**config.mk**
```make
export PLATFORM = sky130hd
export DESIGN_NAME = multicycle_control
export DESIGN_NICKNAME = d
export VERILOG_FILES = /design/src/rtl/multicycle_control_pkg.sv /design/src/rtl/multicycle_control_mem_wait_timer.sv /design/src/rtl/multicycle_control.sv
export SDC_FILE = /design/constraint.sdc
export NUM_CORES = 1
export LEC_CHECK = 0
export ABC_AREA = 0
export ABC_CLOCK_PERIOD_IN_PS = 3000
export CAP_MARGIN = 5
export CORE_MARGIN = 1
export CORE_UTILIZATION = 50
export CTS_BUF_LIST = sky130_fd_sc_hd__clkbuf_8 sky130_fd_sc_hd__clkbuf_16
export DETAILED_ROUTE_END_ITERATION = 12
export PLACE_DENSITY = 0.9
export SLEW_MARGIN = 20
export SYNTH_ARGS = -nofsm -noshare
export SYNTH_HDL_FRONTEND = slang
export SYNTH_SLANG_ARGS = --single-unit
export TNS_END_PERCENT = 100
```
**constraint.sdc**
```tcl
create_clock -name clk -period 3 [get_ports clk]
set_clock_uncertainty 0.1 [all_clocks]
set_input_delay 0.6 -clock clk [delete_from_list [all_inputs] [get_ports clk]]
set_output_delay 0.6 -clock clk [all_outputs]
set_load 0.005 [all_outputs]
```
**src/rtl/multicycle_control_pkg.sv**
```systemverilog
// Shared definitions for the multicycle MIPS main sequencer.
// Holds the opcode constants, the ALUOp / ALUSrcB / PCSource encodings (the
// ALUOp codes are the same ones ALU_Control consumes), the state encoding, the
// registered control-word layout, and the opcode-decode helpers.
// Configuration: when MULTICYCLE_JUMP_EN is defined, opcode 000010 decodes to
// the JUMP state; otherwise it is an illegal opcode.
package multicycle_control_pkg;

    localparam logic [5:0] OP_RTYPE = 6'b000000;
    localparam logic [5:0] OP_JUMP  = 6'b000010;
    localparam logic [5:0] OP_BEQ   = 6'b000100;
    localparam logic [5:0] OP_ADDI  = 6'b001000;
    localparam logic [5:0] OP_ANDI  = 6'b001100;
    localparam logic [5:0] OP_ORI   = 6'b001101;
    localparam logic [5:0] OP_LW    = 6'b100011;
    localparam logic [5:0] OP_SW    = 6'b101011;

    typedef enum logic [2:0] {
        ALU_ADD   = 3'b000,
        ALU_SUB   = 3'b001,
        ALU_FUNCT = 3'b010,
        ALU_AND   = 3'b011,
        ALU_OR    = 3'b100
    } alu_op_t;

    typedef enum logic [1:0] {
        SRC_B_REG     = 2'b00,
        SRC_B_FOUR    = 2'b01,
        SRC_B_IMM     = 2'b10,
        SRC_B_IMM_SH2 = 2'b11
    } src_b_t;

    typedef enum logic [1:0] {
        PC_SRC_ALU    = 2'b00,
        PC_SRC_ALUOUT = 2'b01,
        PC_SRC_JUMP   = 2'b10
    } pc_src_t;

    typedef enum logic [3:0] {
        S_RESET, S_FETCH, S_DECODE, S_MEM_ADDR, S_MEM_READ, S_MEM_WB,
        S_MEM_WRITE, S_EXECUTE, S_ALU_WB, S_BRANCH, S_IMM_EXEC, S_IMM_WB,
        S_JUMP, S_ERROR
    } state_t;

    // Moore part of the control word; registered in the sequencer.
    typedef struct packed {
        logic    pc_write;
        logic    pc_write_cond;
        pc_src_t pc_source;
        logic    i_or_d;
        logic    mem_read;
        logic    mem_write;
        logic    reg_dst;
        logic    mem_to_reg;
        logic    reg_write;
        logic    alu_src_a;
        src_b_t  alu_src_b;
        alu_op_t alu_op;
        logic    instr_done;
        logic    halted;
    } ctrl_t;

    // State that follows DECODE; S_FETCH marks an unsupported opcode.
    function automatic state_t decode_target(input logic [5:0] op);
        case (op)
            OP_LW, OP_SW:             return S_MEM_ADDR;
            OP_RTYPE:                 return S_EXECUTE;
            OP_BEQ:                   return S_BRANCH;
            OP_ADDI, OP_ANDI, OP_ORI: return S_IMM_EXEC;
`ifdef MULTICYCLE_JUMP_EN
            OP_JUMP:                  return S_JUMP;
`endif
            default:                  return S_FETCH;
        endcase
    endfunction

    function automatic logic is_legal(input logic [5:0] op);
        return decode_target(op) != S_FETCH;
    endfunction

    // Control word asserted while sitting in state s (opcode picks the
    // immediate ALU operation).
    function automatic ctrl_t state_ctrl(input state_t s, input logic [5:0] op);
        ctrl_t c;
        c = '0;
        case (s)
            S_FETCH: begin
                c.mem_read  = 1'b1;
                c.alu_src_b = SRC_B_FOUR;
                c.alu_op    = ALU_ADD;
            end
            // Speculatively form the branch target into ALUOut.
            S_DECODE:    c.alu_src_b = SRC_B_IMM_SH2;
            S_MEM_ADDR: begin
                c.alu_src_a = 1'b1;
                c.alu_src_b = SRC_B_IMM;
            end
            S_MEM_READ: begin
                c.mem_read = 1'b1;
                c.i_or_d   = 1'b1;
            end
            S_MEM_WB: begin
                c.reg_write  = 1'b1;
                c.mem_to_reg = 1'b1;
                c.instr_done = 1'b1;
            end
            S_MEM_WRITE: begin
                c.mem_write = 1'b1;
                c.i_or_d    = 1'b1;
            end
            S_EXECUTE: begin
                c.alu_src_a = 1'b1;
                c.alu_op    = ALU_FUNCT;
            end
            S_ALU_WB: begin
                c.reg_write  = 1'b1;
                c.reg_dst    = 1'b1;
                c.instr_done = 1'b1;
            end
            S_BRANCH: begin
                c.alu_src_a     = 1'b1;
                c.alu_op        = ALU_SUB;
                c.pc_write_cond = 1'b1;
                c.pc_source     = PC_SRC_ALUOUT;
                c.instr_done    = 1'b1;
            end
            S_IMM_EXEC: begin
                c.alu_src_a = 1'b1;
                c.alu_src_b = SRC_B_IMM;
                c.alu_op    = (op == OP_ANDI) ? ALU_AND :
                              (op == OP_ORI)  ? ALU_OR  : ALU_ADD;
            end
            S_IMM_WB: begin
                c.reg_write  = 1'b1;
                c.instr_done = 1'b1;
            end
`ifdef MULTICYCLE_JUMP_EN
            S_JUMP: begin
                c.pc_write   = 1'b1;
                c.pc_source  = PC_SRC_JUMP;
                c.instr_done = 1'b1;
            end
`endif
            S_ERROR:     c.halted = 1'b1;
            default:     c = '0;
        endcase
        return c;
    endfunction

endpackage

```
**src/rtl/multicycle_control_mem_wait_timer.sv**
```systemverilog
// mem_wait_timer: counts cycles spent waiting on the memory handshake.
// Ports:
//   clk, rst (async, active-high)
//   clear    - zero the count (asserted on entry to a memory-wait state)
//   enable   - count this cycle (waiting and mem_ready low)
//   expired  - current cycle is the TIMEOUT_CYCLES-th wait cycle
// TIMEOUT_CYCLES = 0 disables expiry.
module mem_wait_timer #(
    parameter int TIMEOUT_CYCLES = 16
) (
    input  logic clk,
    input  logic rst,
    input  logic clear,
    input  logic enable,
    output logic expired
);

    localparam int W = (TIMEOUT_CYCLES > 1) ? $clog2(TIMEOUT_CYCLES) : 1;

    logic [W-1:0] count;

    // NOTE: sequential state uses non-blocking assignments so every register
    // samples the pre-edge values, independent of block ordering.
    always_ff @(posedge clk or posedge rst) begin
        if (rst)         count <= '0;
        else if (clear)  count <= '0;
        else if (enable) count <= count + 1'b1;
    end

    // count holds the number of earlier wait cycles, so count == N-1 means
    // this is the N-th one.
    assign expired = (TIMEOUT_CYCLES != 0) && (count == W'(TIMEOUT_CYCLES - 1));

endmodule

```
**src/rtl/multicycle_control.sv**
```systemverilog
// multicycle_control: main sequencer for a multicycle MIPS datapath with one
// shared memory port and one ALU. Walks FETCH/DECODE/EXEC/MEM/WB, stalls on
// mem_ready, and falls into a halted ERROR state if a memory access exceeds
// TIMEOUT_CYCLES wait cycles (0 disables the timeout).
// Ports:
//   clk, rst (async, active-high), opcode (IR[31:26]), mem_ready
//   PC:     pc_write, pc_write_cond, pc_source
//   Memory: i_or_d, mem_read, mem_write, ir_write
//   RegFile: reg_dst, mem_to_reg, reg_write
//   ALU:    alu_src_a, alu_src_b, alu_op
//   Status: instr_done, illegal_instr, halted
// Configuration: define MULTICYCLE_JUMP_EN to support j (opcode 000010).
module multicycle_control
    import multicycle_control_pkg::*;
#(
    parameter int TIMEOUT_CYCLES = 16
) (
    input  logic       clk,
    input  logic       rst,
    input  logic [5:0] opcode,
    input  logic       mem_ready,
    output logic       pc_write,
    output logic       pc_write_cond,
    output logic [1:0] pc_source,
    output logic       i_or_d,
    output logic       mem_read,
    output logic       mem_write,
    output logic       ir_write,
    output logic       reg_dst,
    output logic       mem_to_reg,
    output logic       reg_write,
    output logic       alu_src_a,
    output logic [1:0] alu_src_b,
    output logic [2:0] alu_op,
    output logic       instr_done,
    output logic       illegal_instr,
    output logic       halted
);

    state_t state, next_state, wait_next;
    ctrl_t  ctrl_q;
    logic   in_wait, timer_clear, timer_expired, fetch_done;

    assign in_wait     = state inside {S_FETCH, S_MEM_READ, S_MEM_WRITE};
    assign timer_clear = (next_state inside {S_FETCH, S_MEM_READ, S_MEM_WRITE})
                         && (next_state != state);

    mem_wait_timer #(.TIMEOUT_CYCLES(TIMEOUT_CYCLES)) u_timer (
        .clk     (clk),
        .rst     (rst),
        .clear   (timer_clear),
        .enable  (in_wait && !mem_ready),
        .expired (timer_expired)
    );

    // Where a stalled memory state goes if mem_ready stays low; a ready
    // handshake always takes precedence over an expiring timer.
    assign wait_next = timer_expired ? S_ERROR : state;

    // NOTE: every variable written here gets a default first, so no path
    // leaves it unassigned and no latch is inferred.
    always_comb begin
        next_state = state;
        case (state)
            S_RESET:     next_state = S_FETCH;
            S_FETCH:     next_state = mem_ready ? S_DECODE : wait_next;
            S_DECODE:    next_state = decode_target(opcode);
            S_MEM_ADDR:  next_state = (opcode == OP_LW) ? S_MEM_READ : S_MEM_WRITE;
            S_MEM_READ:  next_state = mem_ready ? S_MEM_WB : wait_next;
            S_MEM_WRITE: next_state = mem_ready ? S_FETCH : wait_next;
            S_EXECUTE:   next_state = S_ALU_WB;
            S_IMM_EXEC:  next_state = S_IMM_WB;
            S_MEM_WB, S_ALU_WB, S_BRANCH, S_IMM_WB, S_JUMP:
                         next_state = S_FETCH;
            S_ERROR:     next_state = S_ERROR;
            default:     next_state = S_ERROR;
        endcase
    end

    // The Moore control word is registered alongside the state: it is
    // computed from next_state so it is valid in the cycle the state is.
    always_ff @(posedge clk or posedge rst) begin
        if (rst) begin
            state  <= S_RESET;
            ctrl_q <= '0;
        end else begin
            state  <= next_state;
            ctrl_q <= state_ctrl(next_state, opcode);
        end
    end

    // Mealy terms: the handshake completing this cycle commits the fetch or
    // finishes a store; opcode is only valid once IR is loaded (DECODE).
    assign fetch_done    = (state == S_FETCH) && mem_ready;
    assign ir_write      = fetch_done;
    assign pc_write      = ctrl_q.pc_write | fetch_done;
    assign instr_done    = ctrl_q.instr_done | ((state == S_MEM_WRITE) && mem_ready);
    assign illegal_instr = (state == S_DECODE) && !is_legal(opcode);

    assign pc_write_cond = ctrl_q.pc_write_cond;
    assign pc_source     = ctrl_q.pc_source;
    assign i_or_d        = ctrl_q.i_or_d;
    assign mem_read      = ctrl_q.mem_read;
    assign mem_write     = ctrl_q.mem_write;
    assign reg_dst       = ctrl_q.reg_dst;
    assign mem_to_reg    = ctrl_q.mem_to_reg;
    assign reg_write     = ctrl_q.reg_write;
    assign alu_src_a     = ctrl_q.alu_src_a;
    assign alu_src_b     = ctrl_q.alu_src_b;
    assign alu_op        = ctrl_q.alu_op;
    assign halted        = ctrl_q.halted;

endmodule

```
# Yosys cells after proc, flatten, opt, wreduce, memory -nomap -nowiden
# Index checks and enable logic that the tools add are counted.
[word_totals]
ff_bits = 25
inputBits = 9
elab_cells = 94
output_inout_bits = 20
[classes]
mux = 23
n_eq_ne = 33
n_bitwise = 1
reduce_logical = 21
n_addsub = 1
[ops]
columns = ["op", "count"]
rows = [
  ["4-bit == test (second input constant)", 11],
  ["4-bit by 3-bit == test with 1-bit output (second input constant)", 8],
  ["4-bit case mux with 8 select lines", 1],
  ["4-bit two-way mux", 6],
  ["6-bit by 4-bit == test with 1-bit output (second input constant)", 3],
  ["4-bit by 2-bit == test with 1-bit output (second input constant)", 4],
  ["4-bit case mux with 4 select lines", 1],
  ["6-bit == test (second input constant)", 2],
  ["1-bit two-way mux", 9],
  ["3-bit two-way mux", 3],
  ["3-bit case mux with 3 select lines", 1],
  ["4-bit by 1-bit == test with 1-bit output (second input constant)", 2],
  ["2-bit OR reduction", 4],
  ["4-bit OR reduction", 2],
  ["6-bit by 3-bit == test with 1-bit output (second input constant)", 1],
  ["6-bit zero test", 1],
  ["2-bit case mux with 3 select lines", 1],
  ["3-bit nonzero test", 2],
  ["3-bit OR reduction", 2],
  ["6-bit OR reduction", 1],
  ["1-bit logical AND", 5],
  ["4-bit by 1-bit adder with 4-bit output (second input constant)", 1],
  ["4-bit zero test", 1],
  ["4-bit by 1-bit != test with 1-bit output (second input constant)", 1],
  ["5 further kinds", 6],
]

# Logic depth before layout (Yosys ltp)
[depth]
depth_word = 8
depth_mapped = 9
ltp_nobuf = 9

# By module
# A second synthesis with hierarchy kept.
[hier_totals]
hier_cells = 155
area_unflattened_um2 = 1412.6
[by_module_without_submodules]
columns = ["mod", "seq_area_each_um2", "cells_per_inst", "n_inst", "area_per_inst_um2"]
rows = [
  ["multicycle_control", 475.5, 137, 1, 1209.9],
  ["mem_wait_timer", 100.1, 18, 1, 202.7],
]

# Worst setup path after synthesis
# No wires, ideal clock.
[synth_timing]
kind = "in2reg"
start = "input port opcode[5]"
end = "register u_timer.count[0]"
t_arrival_ps = 2392
setup_time_ps = 131
cell_stages = 7
path_slack_ps = 377
t_required_ps = 2769
n_path_buf = 0
cell_sequence = "or3_4 a2111o_1 a311oi_2 o21ai_2 or2_4 a221oi_2 nor2_1"
[synth_via]
elab_chain_len = 8
word_cells_on_any_way = 20
cone_classes = "10 x eq/ne; 4 x mux; 6 x reduce/logical"
[synth_lines]
columns = ["item", "line_no", "source"]
rows = [
  ["from (decl)", "multicycle_control.sv:20", "input logic [5:0] opcode,"],
  ["6-bit by 4-bit == test with 1-bit output (tied with other cells)", "multicycle_control_pkg.sv:65", "case (op)"],
  ["3-bit OR reduction / 2-bit OR reduction (equally long branches)", "multicycle_control_pkg.sv:65", ""],
  ["4-bit case mux with 4 select lines", "multicycle_control_pkg.sv:65", ""],
  ["4-bit case mux with 8 select lines *", "multicycle_control.sv:64", "case (state)"],
  ["4-bit by 1-bit == test with 1-bit output / 4-bit by 3-bit == test with 1-bit output (equally long branches)", "multicycle_control.sv:45", "assign timer_clear = (next_state inside {S_FETCH, S_MEM_READ, S_MEM_WRITE})"],
  ["3-bit nonzero test", "multicycle_control.sv:45", ""],
  ["1-bit logical AND *", "multicycle_control.sv:46", "&& (next_state != state);"],
  ["4-bit two-way mux / 2-bit nonzero test (equally long branches)", "--", ""],
  ["to (signal assigned)", "multicycle_control_mem_wait_timer.sv:27", "else if (enable) count <= count + 1'b1;"],
  ["to (decl)", "multicycle_control_mem_wait_timer.sv:20", "logic [W-1:0] count;"],
]
# Every way passes the cells marked *; elsewhere a longest branch is shown, timed or not.
# A chain may end at the register's enable or synchronous reset.

# Worst setup path after layout
[layout_timing]
start = "input port opcode[5]"
end = "register u_timer.count[2]"
# Same word-level chain as after synthesis.

==> results.md <==
- Syn Area/Cell: around 9.0 sq um
- Largest net degree at the start of global routing: 24
- Initial antenna violation count: 0
- DR pass1 iterations: 4
- Syn Nets: 161
- Crit Reg-Reg Endpoint: reg_write
- Net switching power: approximately 0.53 mW
- Routed vias/inst: roughly 5.7
- Max incr delay on CP: 0.42 ns
- Max-slew headroom: 0.4502
- Clock slew at reported path FFs: 0.07 ns
- Vias: 1187
- Yosys reg bits: 23
- Most instantiated library cell after synthesis: dfrtp_1
- Critical path fanouts, max: 4
- CP required: ~3.0 ns
- Period Utilization, post-route: 0.9636
- Logic pwr share: 0.530
- Cells after synthesis: about 150
- Leak Pwr: 0.8216 nW
- CTS tree: built
- Initial Util: 0.5402
- Number of DRC markers in iteration 0: 17
- Final number of hold-violating endpoints: 0
- Num rows: 18
- Synth warnings: 0
- CTS Buf Count: 3
- Number of diodes: 0
- Top cells by count, synth: dfrtp_1 (23), nand2_1 (13), nor2_1 (11)
- Root Driver: clkbuf_8
- First-pass GRT wire length: around 4600 um
- Fraction of layout cells with a size suffix above 1: 0.1556
- Die ar.: between 0.002 and 0.003 sq mm
- Core footprint: 0.002522 sq mm
- Wirelength, routed: 2807 um
- Final core utilization: 0.6915
- Ys flop type: dfrtp_1
- I/O pin cnt: 29
- Final slew viol count: 0
- Area grow syn2layout: 28.01%
- Final worst setup slack: 0.1093 ns
- Final Non-Filler Cells: 210
- Max_cap viols: 0
- Highest-delay cell along the critical path: clkdlybuf4s50_1
- Vias in the first global route: roughly 1.1k
- Clock Path Buffers: 2
- CP arrival: 2.93 ns
- H-tree depth: 1
- Pre-CTS setup slack: -0.2142 ns
- Setup slack, reg-to-reg: 0.33 ns
- Post-CTS setup repair buffer count: 0
- Seq/Total Area, Yosys: 0.4224
- Reg2Reg Launch Point: state[0]
- Hold Crit Class: flop to flop
- WS Path Type: primary input to flop
- Worst reg2reg path depth: 8
- Crit start category: primary input
- Asr flop ratio synth: 1.000
- Post-DP HPWL: 2193 um
- Final setup vio count: 0
- Setup_tns: 0 ns
- Area share of the largest cell type after synthesis: 0.4224
- Nets: 191
- Clk_lat worst skew: 0.26 ns
- Switching Share: 0.3816
- Area leader, netlist: dfrtp_1
- Chip height: 54.20 um
- Power Density: between 700 and 800 mW/mm^2
- Die W: about 54 um
- Tot Pwr: roughly 1.4 mW
- Cell Area, Synth: 0.001363 sq mm
- Grt ovf: 0
- WHS Endpoint: u_timer.count[1]
- Gr usage total: 0.2188
- Peak supply drop: 586.3 uV
- Residual DRC: 0
- Crit-path cells: clkdlybuf4s50_1 > or3_4 > a2111o_1 > a311oi_2 > o21ai_2 > or2_4 > a221oi_4 > nor2_1
- Internal power: around 0.85 mW
- Min-delay src: u_timer.count[1]
- IO buf count: 27
- Crit end category: flop
- Seq pwr share: 0.337
- Placer Congestion: 0.9217
- Synth unique cells: approximately 50
- CTS sink cnt: 23
- WL/cell: 13.37 um
- Routed Antenna Nets: 0
- Post-synth EDFFs: 0
- Top cells by area in the synthesized netlist: dfrtp_1 (42%), buf_4 (4.4%), nand2_1 (3.6%)
- RSZ-0062 raised after global routing: false
- Clk pwr share: 0.133
- Tmin final: 2.891 ns
- Placed Cells: 206
- Status: finished clean
- Hold depth: 2
- Maximum clock rate: between 300 and 400 MHz
- Slew @ Worst Pin: 0.8238 ns
[cell type report]
type / instances / area, sq um
clock buffer: 3 / 41.29
timing repair buffer: 40 / 370.4
multi-input combinational: 106 / 689.4
clock inverter: 1 / 3.754
fill: 184 / 778.2
sequential: 23 / 575.6
inverter: 7 / 26.28
tap: 30 / 37.54
[through the flow]
| step | instance area, sq um | hold WS [ns] |
|---|---|---|
| after floorplan | 1363 | 0.4054 |
| after global placement | 1678 | 0.4222 |
| after detailed placement | 1678 | 0.4447 |
| after CTS | 1730 | 0.4632 |
| after global routing | 1744 | 0.4773 |
| final | 1744 | 0.4611 |
[worst max-delay path by stage]
stage / start / endpoint / slack, ns / cells past startpoint
final: opcode[5] / u_timer.count[2] / 0.11 / 8
after global routing: opcode[5] / u_timer.count[2] / 0.008 / 8
after CTS: opcode[5] / illegal_instr / 0.01 / 6
after detailed placement: opcode[5] / u_timer.count[2] / -0.21 / 8
after global placement: opcode[5] / u_timer.count[0] / -0.13 / 8
after floorplan: opcode[5] / u_timer.count[0] / 0.38 / 7
[worst max-delay path: cells and delay by family]
family,cells,cell delay (ns)
AO/OA/AOI/OAI,4,1.14
buffers and inverters,1,0.42
AND/OR/NAND/NOR,3,0.77
[per-layer routing]
metal / vias up / part of all wire / wire length, um / track usage
li1: 583 / - / - / -
met1: 566 / 0.44 / 1233 / 0.2600
met3: 8 / 0.048 / 134 / 0.07062
met4: 0 / 0.016 / 44 / 0.07265
met2: 30 / 0.50 / 1394 / 0.3679
met5: - / 0 / 0 / 0
[cells in the final DEF (no fill, tap or decap), types with 2 or more instances in the layout]
master,count
o21ai_0,6
buf_4,13
nand2_1,13
xnor2_1,3
dfrtp_1,23
a21o_1,2
inv_1,7
a21oi_1,7
clkdlybuf4s50_1,26
a211oi_1,2
nor2_1,11
xor2_1,2
a22oi_1,2
nor2b_1,4
nor3_1,8
nand3_1,8
and2_1,3
nand2b_1,5
clkbuf_8,3
and3_1,2
[logic make-up (layout without fill, tap and decap cells)]
| group | Yosys count | after routing | synth area share |
|---|---|---|---|
| other | 1 | 1 | 0.002752 |
| AO/OA/AOI/OAI | 32 | 32 | 0.1754 |
| multiplexers | 1 | 1 | 0.007346 |
| adder cells (fa/ha/maj) | 1 | 1 | 0.009181 |
| flip-flops | 23 | 23 | 0.4224 |
| buffers and inverters | 22 | 51 | 0.08539 |
| XOR/XNOR | 5 | 5 | 0.03215 |
| AND/OR/NAND/NOR | 66 | 66 | 0.2654 |
[power by group through the flow]
stage / registers [mW] / logic, mW / clock network, mW
2_1_floorplan: 0.429 / 0.494 / 0
3_3_place_gp: 0.465 / 0.674 / 0
3_5_place_dp: 0.470 / 0.694 / 0
4_1_cts: 0.463 / 0.699 / 0.185
5_1_grt: 0.479 / 0.803 / 0.201
6_report: 0.463 / 0.730 / 0.183
[repair_timing]
action,4_1_cts,5_1_grt
pin swaps,0,4
endpoints found under the setup margin,1,5
resized for setup,1,2
hold buffers,0,0
(Power assumes the default switching activity.)
